File: config.mk
export PLATFORM = sky130hd
export DESIGN_NAME = sa_ctrl
export DESIGN_NICKNAME = d
export VERILOG_FILES = /design/src/rtl/sa_pkg.sv /design/src/rtl/sa_skew_gen.sv /design/src/rtl/sa_ctrl.sv
export SDC_FILE = /design/constraint.sdc
export NUM_CORES = 1
export LEC_CHECK = 0
export BUFFER_PORTS_ARGS = -buffer_cell sky130_fd_sc_hd__buf_2
export CAP_MARGIN = 20
export CORE_ASPECT_RATIO = 1.1
export CORE_MARGIN = 8
export CORE_UTILIZATION = 34
export CTS_CLUSTER_SIZE = 14
export DETAILED_ROUTE_END_ITERATION = 16
export PLACE_DENSITY = 0.61
export SYNTH_ARGS = -nofsm -noshare
export SYNTH_HDL_FRONTEND = slang
export SYNTH_SLANG_ARGS = --single-unit
File: constraint.sdc
create_clock -name clk -period 3.7 [get_ports clk]
set_clock_uncertainty 0.15 [all_clocks]
set_input_delay 0.555 -clock clk [delete_from_list [all_inputs] [get_ports clk]]
set_output_delay 0.555 -clock clk [all_outputs]
set_load 0.03 [all_outputs]
File: src/rtl/sa_pkg.sv
// sa_pkg: shared types and sizing helpers for the systolic-array controller.
// The state enum and the counter-width helpers live here so that the
// controller, its sub-modules and any surrounding datapath agree on them.
package sa_pkg;

    // Controller phases, in run order.
    typedef enum logic [2:0] {
        IDLE   = 3'd0,
        LOAD_W = 3'd1,
        STREAM = 3'd2,
        DRAIN  = 3'd3,
        DONE   = 3'd4
    } sa_state_t;

    localparam int SA_DEFAULT_WIDTH = 8;
    localparam int SA_DEFAULT_SIZE  = 10;
    localparam int SA_MIN_SIZE      = 2;

    // Width of a counter that indexes one of SIZE rows (w_row, drain counter).
    function automatic int row_cnt_w(input int size);
        return $clog2(size);
    endfunction

    // Width of the stream-step counter, which must reach 2*SIZE-2.
    function automatic int step_cnt_w(input int size);
        return $clog2(2 * size);
    endfunction

    // Number of unstalled STREAM cycles needed to skew SIZE columns through
    // SIZE rows.
    function automatic int stream_steps(input int size);
        return 2 * size - 1;
    endfunction

endpackage

File: src/rtl/sa_skew_gen.sv
// sa_skew_gen: per-row input-valid generator for the skewed operand feed.
// Row r is fed during stream steps r .. r+SIZE-1, so the valid vector is a
// SIZE-wide window sliding across the rows as feed_cnt advances.
module sa_skew_gen #(
    parameter int SIZE = 10
) (
    input  logic [$clog2(2*SIZE)-1:0] feed_cnt,
    input  logic                      enable,
    output logic [SIZE-1:0]           in_valid
);

    // Decode the sliding row window for the current stream step.
    always_comb begin
        // NOTE: default every bit first so no path through the loop leaves
        // in_valid unassigned, which would infer a latch.
        in_valid = '0;
        for (int r = 0; r < SIZE; r++) begin
            if (enable && (int'(feed_cnt) >= r) && (int'(feed_cnt) < r + SIZE)) begin
                in_valid[r] = 1'b1;
            end
        end
    end

endmodule

File: src/rtl/sa_ctrl.sv
// sa_ctrl: run sequencer for a SIZE x SIZE weight-stationary systolic array.
// One run: clear accumulators, load SIZE weight rows, stream 2*SIZE-1 skewed
// input steps, drain SIZE cycles, then pulse done/res_capture.
// src_valid low stalls weight loading and streaming; abort cancels a run.
// Optional feature: define SA_CTRL_PERF_EN to add the perf_cycles and
// stall_cycles run-statistics outputs.
module sa_ctrl
    import sa_pkg::*;
#(
    parameter int WIDTH = SA_DEFAULT_WIDTH,
    parameter int SIZE  = SA_DEFAULT_SIZE
) (
    input  logic                      clk,
    input  logic                      reset,
    input  logic                      start,
    input  logic                      src_valid,
    input  logic                      abort,
    output logic                      busy,
    output logic                      done,
    output logic                      w_load,
    output logic [$clog2(SIZE)-1:0]   w_row,
    output logic [$clog2(2*SIZE)-1:0] feed_cnt,
    output logic [SIZE-1:0]           in_valid,
    output logic                      acc_clear,
    output logic                      res_capture
`ifdef SA_CTRL_PERF_EN
    ,
    output logic [31:0]               perf_cycles,
    output logic [31:0]               stall_cycles
`endif
);

    localparam int ROW_W  = row_cnt_w(SIZE);
    localparam int STEP_W = step_cnt_w(SIZE);

    localparam logic [ROW_W-1:0]  ROW_LAST  = ROW_W'(SIZE - 1);
    localparam logic [STEP_W-1:0] STEP_LAST = STEP_W'(stream_steps(SIZE) - 1);
    localparam logic [ROW_W-1:0]  ROW_ONE   = ROW_W'(1);
    localparam logic [STEP_W-1:0] STEP_ONE  = STEP_W'(1);

    // An out-of-range configuration (array smaller than 2x2 or zero-width
    // operands) keeps the controller parked in IDLE instead of sequencing a
    // datapath that cannot exist.
    localparam bit CFG_OK = (SIZE >= SA_MIN_SIZE) && (WIDTH >= 1);

    sa_state_t        state;
    logic [ROW_W-1:0] drain_cnt;
    logic             start_ok;
    logic             stream_en;

    assign start_ok = start && CFG_OK;

    // Strobes that must drop in the same cycle the source stalls are decoded
    // from the registered state and the live src_valid.
    assign w_load    = (state == LOAD_W) && src_valid;
    assign stream_en = (state == STREAM) && src_valid;

    // Accumulators are cleared during the cycle in which start is accepted,
    // so the first streamed product lands in a clean accumulator.
    assign acc_clear = (state == IDLE) && start_ok && !reset;

    sa_skew_gen #(
        .SIZE (SIZE)
    ) u_skew_gen (
        .feed_cnt (feed_cnt),
        .enable   (stream_en),
        .in_valid (in_valid)
    );

    // Run sequencer: state, phase counters and registered status outputs.
    always_ff @(posedge clk) begin
        // NOTE: every register here is assigned with <= so all of them update
        // from the same pre-edge values; blocking = would let later
        // statements see half-updated state.
        if (reset) begin
            state       <= IDLE;
            w_row       <= '0;
            feed_cnt    <= '0;
            drain_cnt   <= '0;
            busy        <= 1'b0;
            done        <= 1'b0;
            res_capture <= 1'b0;
        end else begin
            done        <= 1'b0;
            res_capture <= 1'b0;
            if (abort && (state != IDLE)) begin
                // Abort wins over stalls and over the DRAIN -> DONE step, and
                // throws away all run progress.
                state     <= IDLE;
                busy      <= 1'b0;
                w_row     <= '0;
                feed_cnt  <= '0;
                drain_cnt <= '0;
            end else begin
                unique case (state)
                    IDLE: begin
                        if (start_ok) begin
                            state <= LOAD_W;
                            busy  <= 1'b1;
                            w_row <= '0;
                        end
                    end
                    LOAD_W: begin
                        if (src_valid) begin
                            if (w_row == ROW_LAST) begin
                                state    <= STREAM;
                                w_row    <= '0;
                                feed_cnt <= '0;
                            end else begin
                                w_row <= w_row + ROW_ONE;
                            end
                        end
                    end
                    STREAM: begin
                        if (src_valid) begin
                            if (feed_cnt == STEP_LAST) begin
                                state     <= DRAIN;
                                feed_cnt  <= '0;
                                drain_cnt <= '0;
                            end else begin
                                feed_cnt <= feed_cnt + STEP_ONE;
                            end
                        end
                    end
                    DRAIN: begin
                        // The pipeline empties at a fixed rate, independent
                        // of the operand source.
                        if (drain_cnt == ROW_LAST) begin
                            state       <= DONE;
                            drain_cnt   <= '0;
                            done        <= 1'b1;
                            res_capture <= 1'b1;
                        end else begin
                            drain_cnt <= drain_cnt + ROW_ONE;
                        end
                    end
                    DONE: begin
                        state <= IDLE;
                        busy  <= 1'b0;
                    end
                    default: begin
                        state <= IDLE;
                        busy  <= 1'b0;
                    end
                endcase
            end
        end
    end

`ifdef SA_CTRL_PERF_EN
    // Run statistics: perf_cycles reads k in the k-th cycle after start was
    // accepted and freezes at its DONE value; stall_cycles counts cycles
    // lost to src_valid in LOAD_W/STREAM. Both hold until the next start.
    always_ff @(posedge clk) begin
        if (reset) begin
            perf_cycles  <= '0;
            stall_cycles <= '0;
        end else if ((state == IDLE) && start_ok) begin
            perf_cycles  <= 32'd1;
            stall_cycles <= '0;
        end else if (!abort && ((state == LOAD_W) || (state == STREAM) || (state == DRAIN))) begin
            perf_cycles <= perf_cycles + 32'd1;
            if ((state != DRAIN) && !src_valid) begin
                stall_cycles <= stall_cycles + 32'd1;
            end
        end
    end
`endif

endmodule

Word level (Yosys, flattened, before mapping) --
Cells that the tools add are included.
Storage, ports and cells: flip-flop bits (word level) 18, output and inout port bits 24, word-level logic and storage cells 113, input port bits 5
Cells by class: reduce and logical (&&, ||, !) cells 38, $add $sub $neg 3, bitwise logic cells 2, $lt $le $gt $ge 19, multiplexer cells 33, equality and inequality tests 12
Operators with widths (count):
- < comparator 5 x 4 -> 1 bit (second input constant) | 6
- logical AND 1 bit | 24
- two-way mux 4 bit | 6
- greater-or-equal comparator 5 x 3 -> 1 bit (second input constant) | 4
- < comparator 5 bit (second input constant) | 4
- two-way mux 5 bit | 4
- two-way mux 3 bit | 6
- one-hot mux 4 bit (2 select lines) | 2
- two-way mux 1 bit | 12
- one-hot mux 3 bit (4 select lines) | 1
- greater-or-equal comparator 5 x 2 -> 1 bit (second input constant) | 2
- greater-or-equal comparator 5 x 4 -> 1 bit (second input constant) | 2
- one-hot mux 5 bit (2 select lines) | 1
- adder 4 x 1 -> 4 bit (second input constant) | 2
- == test 4 bit (second input constant) | 2
- != test 2 bit (second input constant) | 4
- == test 3 x 2 -> 1 bit (second input constant) | 2
- AND reduction 3 bit | 2
- AND reduction 6 bit | 1
- nonzero test 2 bit | 3
- OR reduction 3 bit | 2
- adder 5 x 1 -> 5 bit (second input constant) | 1
- == test 5 bit (second input constant) | 1
- greater-or-equal comparator 5 x 1 -> 1 bit (second input constant) | 1
- 10 further kinds | 12

Depth between registers and ports, before layout --
Gate-level depths: netlist (run 1).
depth in word-level cells 5, depth in mapped cells 7, gate-level depth less buffers 6

By module --
From an unflattened synthesis (run 1), not the netlist that was laid out.
Unflattened totals: cell total of the unflattened synthesis 147, area, all modules 1262.5 µm²
Modules (own cells, without submodules):
- sa_ctrl | instances 1, area an instance 1062.3 µm², cells an instance 117
- sa_skew_gen | instances 1, area an instance 200.2 µm², cells an instance 30

Worst setup path after synthesis (run 1) --
No wires, ideal clock.
kind input -> output, start point input src_valid, end point output in_valid[1], buffers on the path 1, data required time 2.995 ns, stages on the path 4, path slack 1.011 ns, arrival 1.984 ns, path through nand4bb_1 > or2_2 > clkbuf_1 > a221oi_1
On the way: word-level cells in the longest chain between the ends 4
RTL lines:
- start, declared | line sa_ctrl.sv:16 | input logic src_valid,
- logical AND 1 bit | line sa_ctrl.sv:56 | assign stream_en = (state == STREAM) && src_valid;
- logical AND 1 bit (2 in series) | line sa_skew_gen.sv:18 | if (enable && (int'(feed_cnt) >= r) && (int'(feed_cnt) < r + SIZE)) begin
- two-way mux 1 bit | line sa_skew_gen.sv:18
- end, declared | line sa_ctrl.sv:23 | output logic [SIZE-1:0] in_valid,
Every way passes these cells.

Worst setup path in the final report (run 1) --
start point register state[1], end point output in_valid[1]
On the way: word-level cells in the longest chain between the ends 5
RTL lines:
- start, declared | line sa_ctrl.sv:46 | sa_state_t state;
- start signal, assigned | line sa_ctrl.sv:76 | state <= IDLE;
- start signal, assigned | line sa_ctrl.sv:89 | state <= IDLE;
- start signal, assigned | line sa_ctrl.sv:98 | state <= LOAD_W;
- == test 3 x 2 -> 1 bit | line sa_ctrl.sv:56
- logical AND 1 bit | line sa_ctrl.sv:56
- logical AND 1 bit (2 in series) | line sa_skew_gen.sv:18
- two-way mux 1 bit | line sa_skew_gen.sv:18
Every way passes these cells.

==> metrics.md, run 1 <==
| Metric | Value |
|---|---|
| Sequential fraction of design power | a little over half |
| Clk_lat worst skew | between 0.2 and 0.3 ns |
| Post-CTS setup buffer count | 0 |
| RSZ-0062 raised after global routing | false |
| Vias in the first global route | around 1,100 |
| #FFs+latches synth | 18 |
| Post-route clock period utilization | between 70% and 80% |
| Resized cells post-CTS | 0 |
| Final-report setup violation count | 0 |
| Root buffer selected by CTS | clkbuf_4 |
| Die width | 72.94 um |
| Fillers | approximately 370 |
| Max_slew headroom | roughly 49% |
| Leak | approximately 0.57 nW |
| Worst Path Max Fanout | 13 |
| Worst setup EP type | primary output |
| Avg WL per Cell | roughly 13 um |
| RePlAce Congestion | 0.7892 |
| Pre-antenna DRT Iters | 4 |
| Clock Power Share | between 20% and 30% |
| # rows | 22 |
| EDFF count, synth | 0 |
| Total track usage | approximately a tenth |
| Worst Setup Slack, final | about 0.95 ns |
| Critical Path RT | 2.99 ns |
| Area of the mapped netlist | approximately 1200 um^2 |
| Antenna viol nets, final | 0 |
| Vias | ~1,200 |
| DRT iter0 DRCs | 23 |
| Pwr Total | 0.4269 mW |
| Starting Density | between 30 and 40% |
| Drt total wl | slightly below 3000 um |
| CTS sink cnt | 18 |
| Ys Warns | 0 |
| Net count, final | between 150 and 200 |
| Synth async-reset ratio | 0% |
| P_sw | between 0.1 and 0.15 mW |
| Largest net degree at the start of global routing | 17 |
| Synth cell types | 47 |
| Clock buffer depth | 2 |
| Setup TNS | 0 ns |
| Hold buffers post-CTS | 0 |
| Class of the worst hold path | reg2reg |
| Vias/cell | 5.230 |
| Final min period | about 2.8 ns |
| Status | complete, no violations |
| H-tree depth | 1 |
| Io pins | 29 |
| Fraction of layout cells with a size suffix above 1 | ~20% |
| # diodes | 0 |
| First-pass GRT wire length | 4878 um |
| Initial antenna violation count | 0 |
| CP arrival | ~2 ns |
| IO buf count | 28 |
| Synth Flop Type | dfxtp_1 |
| Maximum vdd drop | roughly 0.16 mV |
| Syn nets | roughly 170 |
| Pwr dens | around 310 nW/um^2 |
| Layout area overhead | 14.24% |
| Max-slew violations | 0 |
| Sequential fraction of the synthesis area | approximately 30% |
| Slew @ Worst Pin | around 0.76 ns |
| CP Class | reg2out |
| Post-DP HPWL | about 2100 um |
| Switching part of the total | 34.18% |
| Synthesized area per cell | roughly 7.9 um^2 |
| Max Fclk | 0.3630 GHz |
| Reg-to-reg critical path startpoint | feed_cnt[1] |
| # DRC | 0 |
| HP Start | busy |
| Die ar. | ~5700 um^2 |
| Total CTS buffers | 3 |
| Internal power | approximately 0.28 mW |
| Layout Utilization | roughly two fifths |
| Pre-CTS setup slack | ~1.2 ns |
| Chip height | 78.63 um |
| Number of max-cap violations | 0 |
| CP Launch Point | state[1] |
| Final count of hold timing violations | 0 |
| Startpoint Class | register |
| CTS tree | done |
| Clock transition at path regs | about 0.1 ns |
| Power share of the combinational group | between 20% and 30% |
| Cells after Synth | between 150 and 200 |
| GRT Residual Overflow | 0 |
| Core box area | 3386 um^2 |
## cell families (layout without fill, tap and decap cells)
kind of cell             count (synthesis)  in the layout  synth area share [%]
XOR/XNOR                                 5              5                 3.612
AND/OR/NAND/NOR                         66             66                 30.13
adder cells (fa/ha/maj)                  7              7                 7.224
buffers and inverters                   19             39                 6.605
multiplexers                             2              2                 1.651
AO/OA/AOI/OAI                           37             37                 21.05
flip-flops                              18             18                 29.72
## power groups by stage
| stage | clock, mW | sequential [mW] | combinational [mW] |
|---|---|---|---|
| global route | 0.109 | 0.228 | 0.115 |
| global placement | 0 | 0.228 | 0.102 |
| CTS | 0.102 | 0.225 | 0.105 |
| floorplan | 0 | 0.232 | 0.0754 |
| detailed placement | 0 | 0.229 | 0.104 |
| finish | 0.0982 | 0.225 | 0.104 |
## worst max-delay path, stage by stage, from the launching register on
cell,delay [ns]
dfxtp_1,0.56
nand4bb_1,0.30
or2_2,0.42
a221oi_1,0.22
buf_2,0.25
## per-stage QoR
step           std cells  hold slack [ns]  area [um^2]
2_1_floorplan        154           0.3129         1212
3_3_place_gp         219           0.3245         1363
3_5_place_dp         219           0.3383         1363
4_1_cts              222           0.3500         1385
5_1_grt              222           0.3723         1385
6_report             222           0.3468         1385
## sequential cells by signal (all words and copies together) (netlist names)
name / count
busy: 1
drain_cnt: 4
feed_cnt: 5
res_capture: 1
state: 3
w_row: 4
## cells in the final DEF, fill, tap and decap left out, types with 2 or more instances in the layout
master / n
a2111oi_0: 2
a211oi_1: 4
a21o_1: 3
a21oi_1: 9
a31oi_1: 3
and2b_1: 2
buf_2: 28
clkbuf_4: 3
dfxtp_1: 18
ha_1: 7
inv_1: 8
mux2i_1: 2
nand2_1: 6
nand2b_1: 6
nand3_1: 7
nand3b_1: 2
nor2_1: 17
nor2b_1: 4
nor3_1: 7
o21ai_0: 4
or3_1: 4
xnor2_1: 4
## area by class of cell
class / instances / area [um^2] / area share, %
Clock buffer: 3 / 22.52 / 1.626
Inverter: 8 / 30.03 / 2.168
Multi-Input combinational cell: 117 / 772.0 / 55.74
Sequential cell: 18 / 360.3 / 26.02
Tap cell: 48 / 60.06 / 4.336
Timing Repair Buffer: 28 / 140.1 / 10.12
## synth_stat cells, drive strengths merged (2+ instances only)
| master | number | share of area [%] |
|---|---|---|
| or3 | 4 | 2.1 |
| a2111oi | 2 | 1.4 |
| inv | 8 | 2.5 |
| nor3 | 7 | 2.9 |
| a21o | 3 | 1.9 |
| o21ai | 4 | 1.7 |
| nor2b | 4 | 2.1 |
| dfxtp | 18 | 30 |
| a31oi | 3 | 1.5 |
| and2b | 2 | 1.2 |
| nand2 | 7 | 2.4 |
| buf | 5 | 2.3 |
| a21oi | 9 | 3.7 |
| nand3 | 7 | 2.9 |
| mux2i | 2 | 1.7 |
| xnor2 | 4 | 2.9 |
| nand2b | 6 | 3.1 |
| ha | 7 | 7.2 |
| nand3b | 2 | 1.2 |
| a211oi | 4 | 2.5 |
| clkbuf | 6 | 1.9 |
| nor2 | 17 | 5.3 |
## metal layers
| layer | wire (um) | part of all wire [%] | track usage [%] |
|---|---|---|---|
| met1 | 1317 | 46 | 12.21 |
| met2 | 1430 | 49 | 17.11 |
| met3 | 132 | 4.6 | 3.050 |
| met4 | 13 | 0.45 | 1.403 |
| met5 | 0 | 0 | 0 |
## path summary, 6_finish.rpt
path | slack, ns | to | cells past startpoint
setup / recovery | 0.95 | in_valid[1] | 4
hold / removal | 0.35 | busy | 2
setup reg to reg | 1.40 | drain_cnt[1] | 5
hold reg to reg | 0.35 | busy | 2
Power figures use the tool's default switching activity.
==> run 2, diff against run 1 <==
- PLACE_DENSITY: 0.61 -> 0.63
- clock period: 3.7 -> 2.3 ns (I/O delays scaled with it)
==> run 2 against run 1 <==
Net effect:
- final cell count grew 3.2%
- via count barely moved
- final area rose by 6.8%
- largest power group unchanged
- register-to-register slack got worse by 1.0 ns
- clock-buffer cell count grew 1
- highest routed layer unchanged
==> metrics.md, run 2 (synthesized netlist as in run 1, its figures left out) <==
| Metric | Value |
|---|---|
| Core box area | 3386 um^2 (unchanged) |
| Internal power | 0.4964 mW (was 0.2810 mW) |
| Pwr dens | 501.0 nW/um^2 (was 308.2 nW/um^2) |
| Max-slew violations | 0 (unchanged) |
| Worst Path Buf+Inv | 1 (unchanged) |
| Final count of hold timing violations | 0 (unchanged) |
| # rows | 22 (unchanged) |
| Sequential fraction of design power | 46.6% (was 52.7%) |
| # DRC | 0 (unchanged) |
| Final-report setup violation count | 0 (unchanged) |
| Most common cell after layout, fill and taps aside | buf_2 (unchanged) |
| GRT Residual Overflow | 0 (unchanged) |
| Vias/cell | 5.066 (was 5.230) |
| Pre-antenna DRT Iters | 4 (unchanged) |
| Total CTS buffers | 3 (unchanged) |
| First-pass GRT wire length | 5216 um (was 4878 um) |
| Layout area overhead | 21.98% (was 14.24%) |
| Number of max-cap violations | 0 (unchanged) |
| Largest Register | feed_cnt (unchanged) |
| Post-DP HPWL | 2311 um (was 2134 um) |
| IO buf count | 28 (unchanged) |
| Biggest regs | feed_cnt (5), drain_cnt (4), w_row (4) (unchanged) |
| Status | complete, no violations (unchanged) |
| Crit-path cells | ha_1 -> or3_1 -> a21oi_1 -> a211oi_2 -> buf_2 (was nand4bb_1 -> or2_2 -> a221oi_1 -> buf_2) |
| CTS sink cnt | 18 (unchanged) |
| H-tree depth | 1 (unchanged) |
| Antenna viol nets, final | 0 (unchanged) |
| Fin Hold WS | 0.3502 ns (was 0.3468 ns) |
| Slowest cell on crit path | dfxtp_4 (was dfxtp_1) |
| Vias | 1,160 (was 1,161) |
| CP arrival | 1.68 ns (was 2.05 ns) |
| RePlAce Congestion | 0.7714 (was 0.7892) |
| Net count, final | 194 (was 188) |
| Leak | 0.6044 nW (was 0.5671 nW) |
| Drt total wl | 2985 um (was 2893 um) |
| Power share of the combinational group | 26.9% (was 24.3%) |
| Setup TNS | 0 ns (unchanged) |
| Clock transition at path regs | 0.11 ns (was 0.10 ns) |
| Layout Utilization | 43.68% (was 40.91%) |
| Class of the worst hold path | in2reg (was reg2reg) |
| Slew @ Worst Pin | 0.5739 ns (was 0.7550 ns) |
| Die ar. | 5735 um^2 (unchanged) |
| Clock Power Share | 26.5% (was 23.0%) |
| Max incr delay on CP | 0.41 ns (was 0.56 ns) |
| Max_slew headroom | 61.40% (was 48.98%) |
| Total track usage | 10.93% (was 10.03%) |
| Top delay family on crit path | flip-flops (was simple AND/OR/NAND/NOR gates) |
| Avg WL per Cell | 13.03 um (about the same) |
| Post-route clock period utilization | about 95% |
| P_sw | 0.2445 mW (was 0.1459 mW) |
| CTS tree | done (unchanged) |
| Startpoint Class | register (unchanged) |
| Critical Path RT | 1.80 ns (was 2.99 ns) |
| Fin area | 1479 um^2 (was 1385 um^2) |
| Worst Path Max Fanout | 12 (was 13) |
| Vias in the first global route | 1,180 (was 1,109) |
| Starting Density | 35.81% (unchanged) |
| Worst setup EP type | primary output (unchanged) |
| Clock buffer depth | 2 (unchanged) |
| Switching part of the total | 32.99% (was 34.18%) |
| Initial antenna violation count | 0 (unchanged) |
| Placed Area | 1419 um^2 (was 1363 um^2) |
| # diodes | 0 (unchanged) |
| Die width | 72.94 um (unchanged) |
| Largest net degree at the start of global routing | 17 (unchanged) |
| Clk_lat worst skew | 0.29 ns (about the same) |
| Hold buffers post-CTS | 0 (unchanged) |
| Final min period | 2.177 ns |
| Fillers | 374 (was 367) |
| Max reg flops | 5 (unchanged) |
| RSZ-0062 raised after global routing | false (unchanged) |
| Root buffer selected by CTS | clkbuf_4 (unchanged) |
| Max Fclk | 0.4594 GHz |
| DRT iter0 DRCs | 34 (was 23) |
| Maximum vdd drop | 0.2156 mV (was 0.1625 mV) |
| Commonest non-fill, non-tap cells in the layout | buf_2 (27), nor2_1 (17), dfxtp_1 (16), a21oi_1 (9), inv_1 (8) (was buf_2 (28), dfxtp_1 (18), nor2_1 (17), a21oi_1 (9), inv_1 (8)) |
| CP Class | reg2out (unchanged) |
| Fraction of layout cells with a size suffix above 1 | 25.97% (was 20.11%) |
| Chip height | 78.63 um (unchanged) |
| Io pins | 29 (unchanged) |
run 2: cell types whose count changed in the layout (fill, tap and decap cells not counted), sizes merged:
cell and change:
buf +6, clkbuf +1
run 2: per-stage QoR:
stage / power (mW) / setup slack (ns) / cells
after floorplan: 0.4953 / -0.02835 / 154
after global placement: 0.5439 / 0.3504 / 225
after detailed placement: 0.5511 / 0.2575 / 225
after CTS: 0.7503 / 0.04161 / 229
after global routing: 0.7891 / 0.001953 / 229
final: 0.7409 / 0.1230 / 229
run 2: path summary, 6_finish.rpt:
path | startpoint | endpoint | slack, ns | cells past startpoint
max | feed_cnt[0] | in_valid[5] | 0.12 | 5
min | start | state[0] | 0.35 | 3
max reg2reg | w_row[0] | feed_cnt[3] | 0.39 | 5
min reg2reg | busy | busy | 0.35 | 2
run 2: power by group through the flow:
stage / clock, mW / sequential (mW) / combinational (mW)
after floorplan: 0 / 0.373 / 0.122
after global placement: 0 / 0.350 / 0.194
after detailed placement: 0 / 0.352 / 0.199
after CTS: 0.205 / 0.346 / 0.200
after global routing: 0.222 / 0.348 / 0.219
final: 0.197 / 0.345 / 0.199
run 2: worst min-delay path, stage by stage:
cell and delay (ns):
buf_2 0.09, o211ai_1 0.09, a41oi_1 0.22
run 2: routing by layer:
layer	GRT usage, %	part of all wire [%]	up-vias
met1	13.22	46	535
met3	1.525	3.2	2
met2	18.55	50	20
met5	0	0	-
li1	-	-	603
met4	4.810	0.90	0
run 2: what timing repair did:
item                                    in CTS  in global routing
pin swaps                                    0                  1
hold endpoints to repair                     0                  0
endpoints found under the setup margin       2                  3
setup buffers                                0                  0
resized for setup                            1                  6
run 2: final cells by class:
class,count,area [um^2],area share [%]
inverters,8,30.03,2.030
well taps,48,60.06,4.061
multi-input cells,117,795.8,53.81
flip-flops and latches,18,365.4,24.70
clock buffers,4,36.28,2.453
repair buffers,34,191.4,12.94
